<file path="config.mk">
export PLATFORM = sky130hd
export DESIGN_NAME = uart_receiver
export DESIGN_NICKNAME = d
export VERILOG_FILES = /design/src/rtl/uart_pkg.sv /design/src/rtl/uart_input_synchronizer.sv /design/src/rtl/uart_receiver.sv
export SDC_FILE = /design/constraint.sdc
export NUM_CORES = 1
export LEC_CHECK = 0
export BUFFER_PORTS_ARGS = -buffer_cell sky130_fd_sc_hd__buf_2
export CORE_MARGIN = 1
export CORE_UTILIZATION = 62
export CTS_CLUSTER_SIZE = 16
export DETAILED_ROUTE_END_ITERATION = 8
export PLACE_DENSITY = 0.81
export SYNTH_ARGS = -nofsm -noshare
export SYNTH_HDL_FRONTEND = slang
export SYNTH_SLANG_ARGS = --single-unit
</file>
<file path="constraint.sdc">
create_clock -name clock -period 5.92 [get_ports clock]
set_input_delay 0 -clock clock [delete_from_list [all_inputs] [get_ports clock]]
set_output_delay 0 -clock clock [all_outputs]
set_load 0.05 [all_outputs]
</file>
<file path="src/rtl/uart_pkg.sv">
// Shared UART definitions: frame format constants and bit-period arithmetic
// used by both the receiver and the transmitter.
package uart_pkg;

  localparam int   UART_DATA_BITS = 8;
  localparam logic UART_START_BIT = 1'b0;
  localparam logic UART_STOP_BIT  = 1'b1;

  // Clock cycles per serial bit (integer division, truncating).
  function automatic int uart_bit_cycles(input int clock_frequency, input int baud_rate);
    return clock_frequency / baud_rate;
  endfunction

  // Width of a counter that must hold values 0..bit_cycles.
  function automatic int uart_counter_width(input int bit_cycles);
    return $clog2(bit_cycles + 1);
  endfunction

endpackage

</file>
<file path="src/rtl/uart_input_synchronizer.sv">
// Multi-flop synchronizer for the asynchronous serial line. Resets to the
// idle level (1) so a reset never looks like a start bit.
module uart_input_synchronizer #(
  parameter int STAGES = 2
) (
  input  logic clock,
  input  logic reset,
  input  logic async_in,
  output logic sync_out
);

  logic [STAGES-1:0] sync_p;

  // Shift the line through the synchronizer chain.
  always_ff @(posedge clock) begin
    if (reset) begin
      sync_p <= '1;
    end else begin
      sync_p <= {sync_p[STAGES-2:0], async_in};
    end
  end

  assign sync_out = sync_p[STAGES-1];

endmodule

</file>
<file path="src/rtl/uart_receiver.sv">
// UART receiver: 8N1 (or more stop bits), mid-bit sampling, single-entry
// holding register with valid/ready hand-off, frame-error and overrun pulses.
module uart_receiver
  import uart_pkg::*;
#(
  parameter int BAUD_RATE       = 9600,
  parameter int CLOCK_FREQUENCY = 100000000
) (
  input  logic                      clock,
  input  logic                      reset,
  input  logic                      uart,
  output logic [UART_DATA_BITS-1:0] data,
  output logic                      valid,
  input  logic                      ready,
  output logic                      frame_error,
  output logic                      overrun
);

  localparam int BIT_CYCLES  = uart_bit_cycles(CLOCK_FREQUENCY, BAUD_RATE);
  localparam int HALF_CYCLES = BIT_CYCLES / 2;
  localparam int CNT_W       = uart_counter_width(BIT_CYCLES);
  localparam int IDX_W       = $clog2(UART_DATA_BITS);

  localparam logic [CNT_W-1:0] BIT_LAST  = CNT_W'(BIT_CYCLES - 1);
  localparam logic [CNT_W-1:0] HALF_LAST = CNT_W'(HALF_CYCLES - 1);
  localparam logic [IDX_W-1:0] IDX_LAST  = IDX_W'(UART_DATA_BITS - 1);

  typedef enum logic [2:0] {
    IDLE,
    START,
    DATA,
    STOP,
    WAIT_IDLE
  } state_t;

  state_t                    state, state_n;
  logic [CNT_W-1:0]          cnt, cnt_n;
  logic [IDX_W-1:0]          bit_idx, bit_idx_n;
  logic [UART_DATA_BITS-1:0] shift, shift_n;
  logic                      byte_done;
  logic                      frame_err_n;
  logic                      rx;

  uart_input_synchronizer #(
    .STAGES(2)
  ) u_sync (
    .clock   (clock),
    .reset   (reset),
    .async_in(uart),
    .sync_out(rx)
  );

  // Receiver state, bit timer, bit index and shift register.
  always_ff @(posedge clock) begin
    if (reset) begin
      state   <= IDLE;
      cnt     <= '0;
      bit_idx <= '0;
      shift   <= '0;
    end else begin
      state   <= state_n;
      cnt     <= cnt_n;
      bit_idx <= bit_idx_n;
      shift   <= shift_n;
    end
  end

  // Frame sequencing: find the start bit, sample each bit at its centre,
  // check the stop bit; a low stop bit parks in WAIT_IDLE until the line rises.
  always_comb begin
    state_n     = state;
    cnt_n       = cnt + CNT_W'(1);
    bit_idx_n   = bit_idx;
    shift_n     = shift;
    byte_done   = 1'b0;
    frame_err_n = 1'b0;
    case (state)
      IDLE: begin
        cnt_n = '0;
        if (rx == UART_START_BIT) state_n = START;
      end
      START: begin
        if (cnt == HALF_LAST) begin
          cnt_n = '0;
          if (rx == UART_START_BIT) begin
            state_n   = DATA;
            bit_idx_n = '0;
          end else begin
            state_n = IDLE;
          end
        end
      end
      DATA: begin
        if (cnt == BIT_LAST) begin
          cnt_n            = '0;
          shift_n[bit_idx] = rx;
          bit_idx_n        = bit_idx + IDX_W'(1);
          if (bit_idx == IDX_LAST) state_n = STOP;
        end
      end
      STOP: begin
        if (cnt == BIT_LAST) begin
          cnt_n = '0;
          if (rx == UART_STOP_BIT) begin
            byte_done = 1'b1;
            state_n   = IDLE;
          end else begin
            frame_err_n = 1'b1;
            state_n     = WAIT_IDLE;
          end
        end
      end
      WAIT_IDLE: begin
        cnt_n = '0;
        if (rx == UART_STOP_BIT) state_n = IDLE;
      end
      default: begin
        cnt_n   = '0;
        state_n = IDLE;
      end
    endcase
  end

  // Holding register hand-off: load when empty or being drained, otherwise
  // drop the new byte and flag an overrun.
  always_ff @(posedge clock) begin
    if (reset) begin
      data        <= '0;
      valid       <= 1'b0;
      frame_error <= 1'b0;
      overrun     <= 1'b0;
    end else begin
      frame_error <= frame_err_n;
      overrun     <= 1'b0;
      if (byte_done && (!valid || ready)) begin
        data  <= shift;
        valid <= 1'b1;
      end else if (byte_done) begin
        overrun <= 1'b1;
      end else if (valid && ready) begin
        valid <= 1'b0;
      end
    end
  end

endmodule

</file>
### Word-level counts from Yosys, hierarchy flattened

Cells that the tools add are included.

* bits in registers: 41
* latch bits: 0
* RAM bits: 0
* output and inout port bits: 11
* memories kept: 0
* ROM bits: 0

* multiply operators: 0
* div/mod/pow operators: 0
* add/sub/neg operators: 2
* shift-type cells: 0
* bitwise logic cells: 2
* equal/unequal tests: 15
* muxes and demuxes: 27
* reduce and logical (&&, ||, !) cells: 15
* magnitude comparators: 2

Operator list (number)
* $mux 3: 10
* $mux 14: 2
* $pmux 14 s2: 1
* $pmux 3 s5: 1
* $add 14x1->14 const B: 1
* $eq 14x13->1 const B: 1
* $eq 14x14->1 const B: 1
* $ne 2x2->1 const B: 6
* $mux 1: 9
* $bwmux 8: 1
* $eq 3x2->1 const B: 2
* $eq 3x3->1 const B: 2
* $pmux 3 s2: 1
* $reduce_and 6->1: 1
* $lt 3x4->1 const B: 1
* $ne 2x1->1 const B: 2
* $reduce_and 2->1: 2
* $reduce_and 4->1: 1
* $reduce_bool 2->1: 2
* $reduce_or 2->1: 2
* $add 3x1->3 const B: 1
* $demux 1 s3: 1
* $eq 3x1->1 const B: 1
* $ge 3x1->1 const B: 1
* other kinds (7): 10

### Longest topological paths before layout

* word-level depth: 6
* depth in mapped cells: 8
* mapped depth without buffers: 6

### Cells and area by module

A second synthesis with hierarchy kept.

* cells, all modules: 197
* area total of the unflattened synthesis: 1914.3 µm²

Modules (own cells, without submodules)
* uart_receiver: cells each 193, instances 1, area each 1861.8 µm²
* uart_input_synchronizer: cells each 4, instances 1, area each 52.6 µm²

### Least setup slack after synthesis

OpenSTA, ideal clock, no wires.

* kind: reg-to-reg
* start: reg cnt[0]
* end: reg bit_idx[2]
* path slack: 3874 ps
* arrival time: 1924 ps
* path buffers: 1
* setup time: 122 ps
* required time: 5798 ps
* clock period less this slack: 2046 ps
* cell stages (with the launch flop): 8
* path through: dfxtp_1 -> ha_1 -> nand4_1 -> or4_4 -> buf_6 -> o31ai_2 -> and3b_1 -> o21ai_0

* word-level cells in the longest chain between the ends: 3
* elaborated cells between the ends (all ways): 5
* those cells by class: eq/ne: 4; reduce/logical: 1

RTL lines
* from (decl): RTL line uart_receiver.sv:37 `logic [CNT_W-1:0] cnt, cnt_n;`
* from (signal assigned): RTL line uart_receiver.sv:62 `cnt <= cnt_n;`
* $eq 14x14->1 / $eq 14x13->1 (equally long branches): RTL line uart_receiver.sv:94, uart_receiver.sv:83
* $ne 2x2->1 (no line)
* $reduce_and 4->1 (no line) (*)
* to (signal assigned): RTL line uart_receiver.sv:63 `bit_idx <= bit_idx_n;`
* to (decl): RTL line uart_receiver.sv:38 `logic [IDX_W-1:0] bit_idx, bit_idx_n;`

Mark *: on every way between the ends. The rest lies on a longest branch, timed or not.
A chain may end at the register's enable or synchronous reset.

### Worst setup path after layout

* start: reg cnt[0]
* end: reg data[4]

* word-level cells in the longest chain between the ends: 4

RTL lines
* $eq 14x14->1: RTL line uart_receiver.sv:102 `if (cnt == BIT_LAST) begin`
* $mux 1: RTL line uart_receiver.sv:102
* $mux 1: RTL line uart_receiver.sv:77 `case (state)`
* $logic_and 1x1->1: RTL line uart_receiver.sv:135 `if (byte_done && (!valid || ready)) begin`
* to (signal assigned): RTL line uart_receiver.sv:136 `data <= shift;`
* to (decl): RTL line uart_receiver.sv:12 `output logic [UART_DATA_BITS-1:0] data,`

No other way between the ends.

==> flow_metrics.env <==
export IMPL_fin_ws_ns=3.53
export IMPL_wl_per_cell_microns=13.8
export IMPL_hold_viol=0
export IMPL_grt_max_degree=31
export IMPL_fin_nets=215
export IMPL_maxSlewHeadroom=0.440
export IMPL_yosys_area_top_type="dfxtp_1"
export IMPL_drt_iter0_markers=51
export IMPL_rsz0062_at_grt="false"
export IMPL_tightestPinTransition_ns=0.830
export IMPL_rows=19
export IMPL_multi_input_area_sq_um=916
export IMPL_cap_violations=0
export IMPL_grt_pass1_wl_mm=5.65
export IMPL_dp_cells=230
export IMPL_timing_final_crit_period_ns=2.39
export IMPL_endpoint_kind="flop"
export IMPL_grt_pass1_vias=1322
export IMPL_drt_pre_antenna_iters=4
export IMPL_critPathMaxStageDelay_ns=0.60
export IMPL_cts_sink_count=41
export IMPL_syn_mean_instance_area_sq_um=9.33
export IMPL_ant_nets=0
export IMPL_critPathLaunchType="flop"
export IMPL_ir_worst_vdd_mv=0.273
export IMPL_synthToLayoutAreaGrowth_pct=9.80
export IMPL_crit_type="flop to flop"
export IMPL_crit_chain="ha_1, nand4_1, nor4_4, nand4_2, mux2i_1, nor2_1"
export IMPL_worstHoldPathType="input pin to flop"
export IMPL_power_mw=0.483
export IMPL_io_buffers=14
export IMPL_insertedDiodeCount=0
export IMPL_min_path_cells=2
export IMPL_pre_cts_ws_ns=3.60
export IMPL_coreArea_sq_um=2760
export IMPL_viasPerCell=5.78
export IMPL_antenna_found_initial=0
export IMPL_critical_path_max_fanout=10
export IMPL_post_route_util=0.717
export IMPL_cts_tree="done"
export IMPL_insertion_delay_ns=0.36
export IMPL_critPathRequiredTime_ns=6.17
export IMPL_clock_path_buffers=2
export IMPL_fin_area_sq_um=1980
export IMPL_synth_cell_types=40
export IMPL_synth_flop_cell="dfxtp_1"
export IMPL_track_usage=0.237
export IMPL_timing_final_crit_share=0.403
export IMPL_finClkSkew_ns=0.0100
export IMPL_ys_seq_elements=41
export IMPL_final_setup_viol_count=0
export IMPL_syn_instance_count=193
export IMPL_synth_top_area_frac=0.456
export IMPL_cts_setup_buffers=0
export IMPL_clkTransAtPathRegs_ns=0.12
export IMPL_hold_slack_ns=0.0753
export IMPL_dpl_cell_area_sq_um=1870
export IMPL_fillers=214
export IMPL_syn_nets=200
export IMPL_vias=1388
export IMPL_synth_area_leaders="dfxtp_1 (46%), mux2i_1 (9.5%), nor2_1 (7.1%)"
export IMPL_rr_worst_depth=6
export IMPL_die_y_microns=55.9
export IMPL_cts_root_buf="clkbuf_4"
export IMPL_yosysSeqAreaShare=0.456
export IMPL_drive_gt1_frac=0.153
export IMPL_arrival_ns=2.64
export IMPL_crit_slowest_cell="nor4_4"
export IMPL_dp_hpwl_mm=2.30
export IMPL_cts_buffers=5
export IMPL_wl_mm=3.31
export IMPL_postSynth_asyncResetShare=0
export IMPL_pin_count=15
export IMPL_max_freq_mhz=419
export IMPL_regArea_sq_um=821
export IMPL_drc=0
export IMPL_yosysWarnings=0
export IMPL_power_leakage_nw=0.791
export IMPL_die_area_sq_um=3120
export IMPL_synth_edf_count=0
export IMPL_place_gp_congestion=0.816
export IMPL_initial_core_util=0.653
export IMPL_cts_max_level=2
export IMPL_final_cells=240
export IMPL_fp_dieW_microns=55.9
export IMPL_slew_viol_final=0
export IMPL_final_setup_tns_ns=0
export IMPL_synth_cell_area_sq_um=1800
export IMPL_pwr_density_cell_nw_per_um2=244
export IMPL_overflow=0
export IMPL_outcome="complete, no violations"
## final cells by class
| cell class | instances | share of cell area |
|---|---|---|
| multi-input cells | 138 | 0.463 |
| clock buffers | 6 | 0.0259 |
| clock inverters | 2 | 0.0190 |
| flip-flops and latches | 41 | 0.415 |
| repair buffers | 16 | 0.0456 |
| well taps | 31 | 0.0196 |
| inverters | 6 | 0.0114 |
## layer usage
layer | vias up | global-route usage | share of wire
met5 | - | 0 | 0
met4 | 0 | 0.164 | 0.026
met3 | 8 | 0.0535 | 0.046
met2 | 40 | 0.368 | 0.47
met1 | 634 | 0.292 | 0.46
li1 | 706 | - | -
## worst paths after layout
kind	startpoint	end	slack [ns]
hold / removal	reset	data[4]$_SDFFE_PP0P_	0.08
setup reg to reg	cnt[0]$_SDFF_PP0_	data[4]$_SDFFE_PP0P_	3.53
setup / recovery	cnt[0]$_SDFF_PP0_	data[4]$_SDFFE_PP0P_	3.53
hold reg to reg	u_sync.sync_p[0]$_SDFF_PP1_	u_sync.sync_p[1]$_SDFF_PP1_	0.42
## placed cells by master (no fill, tap or decap), types with 2 or more instances in the layout
| cell type | netlist | final |
|---|---|---|
| o21ai_0 | 3 | 3 |
| inv_1 | 6 | 6 |
| o31ai_1 | 2 | 2 |
| xor2_1 | 8 | 8 |
| xnor2_1 | 3 | 3 |
| nand3_1 | 9 | 9 |
| and3_1 | 2 | 2 |
| nor2_1 | 34 | 34 |
| mux2i_1 | 17 | 17 |
| and4_1 | 2 | 2 |
| or2_2 | 3 | 3 |
| buf_2 | 0 | 14 |
| clkbuf_4 | 0 | 5 |
| a21oi_1 | 3 | 3 |
| ha_1 | 3 | 3 |
| nor3b_1 | 2 | 2 |
| dfxtp_1 | 41 | 41 |
| nor3_1 | 8 | 8 |
| nand2b_1 | 3 | 3 |
| nand4_1 | 7 | 7 |
| dlygate4sd3_1 | 0 | 2 |
| nand2_1 | 10 | 10 |
| nor4b_1 | 2 | 2 |
## cell usage after synthesis (2+ instances only)
| cell | number |
|---|---|
| dfxtp_1 | 41 |
| nor2_1 | 34 |
| mux2i_1 | 17 |
| nand2_1 | 10 |
| nand3_1 | 9 |
| nor3_1 | 8 |
| xor2_1 | 8 |
| nand4_1 | 7 |
| clkbuf_1 | 6 |
| inv_1 | 6 |
| a21oi_1 | 3 |
| ha_1 | 3 |
| nand2b_1 | 3 |
| o21ai_0 | 3 |
| or2_2 | 3 |
| xnor2_1 | 3 |
| and3_1 | 2 |
| and4_1 | 2 |
| nor3b_1 | 2 |
| nor4b_1 | 2 |
| o31ai_1 | 2 |
## sequential cells by signal, indices dropped and copies added, names as in the netlist
| signal | flops |
|---|---|
| shift | 8 |
| data | 8 |
| valid | 1 |
| frame_error | 1 |
| overrun | 1 |
| state | 3 |
| bit_idx | 3 |
| cnt | 14 |
| u_sync.sync_p | 2 |
## report_power, final
group	switching [mW]	internal, mW
logic	0.00654	0.00461
clock network	0.0917	0.100
registers	0.00246	0.277
total	0.101	0.382
## kinds of logic (layout without fill, tap and decap cells)
logic type,count (synthesis),after routing,synth area share
simple gates,90,90,0.269
flops,41,41,0.456
compound gates,17,17,0.0709
mux,17,17,0.0945
buf+inv,14,30,0.0354
xor+xnor,11,11,0.0535
fa+ha+maj,3,3,0.0209
## worst max-delay path: cells and delay by family (launching register included)
| family | cells | cell delay (ns) |
|---|---|---|
| AND/OR/NAND/NOR | 4 | 1.31 |
| adder cells (fa/ha/maj) | 1 | 0.27 |
| flip-flops | 1 | 0.41 |
| multiplexers | 1 | 0.29 |
## repair_timing
item                                   in CTS  in global routing
endpoints found under the hold margin       3                  0
resized for setup                           0                  0
hold buffers                                2                  0
(Power assumes the default switching activity.)
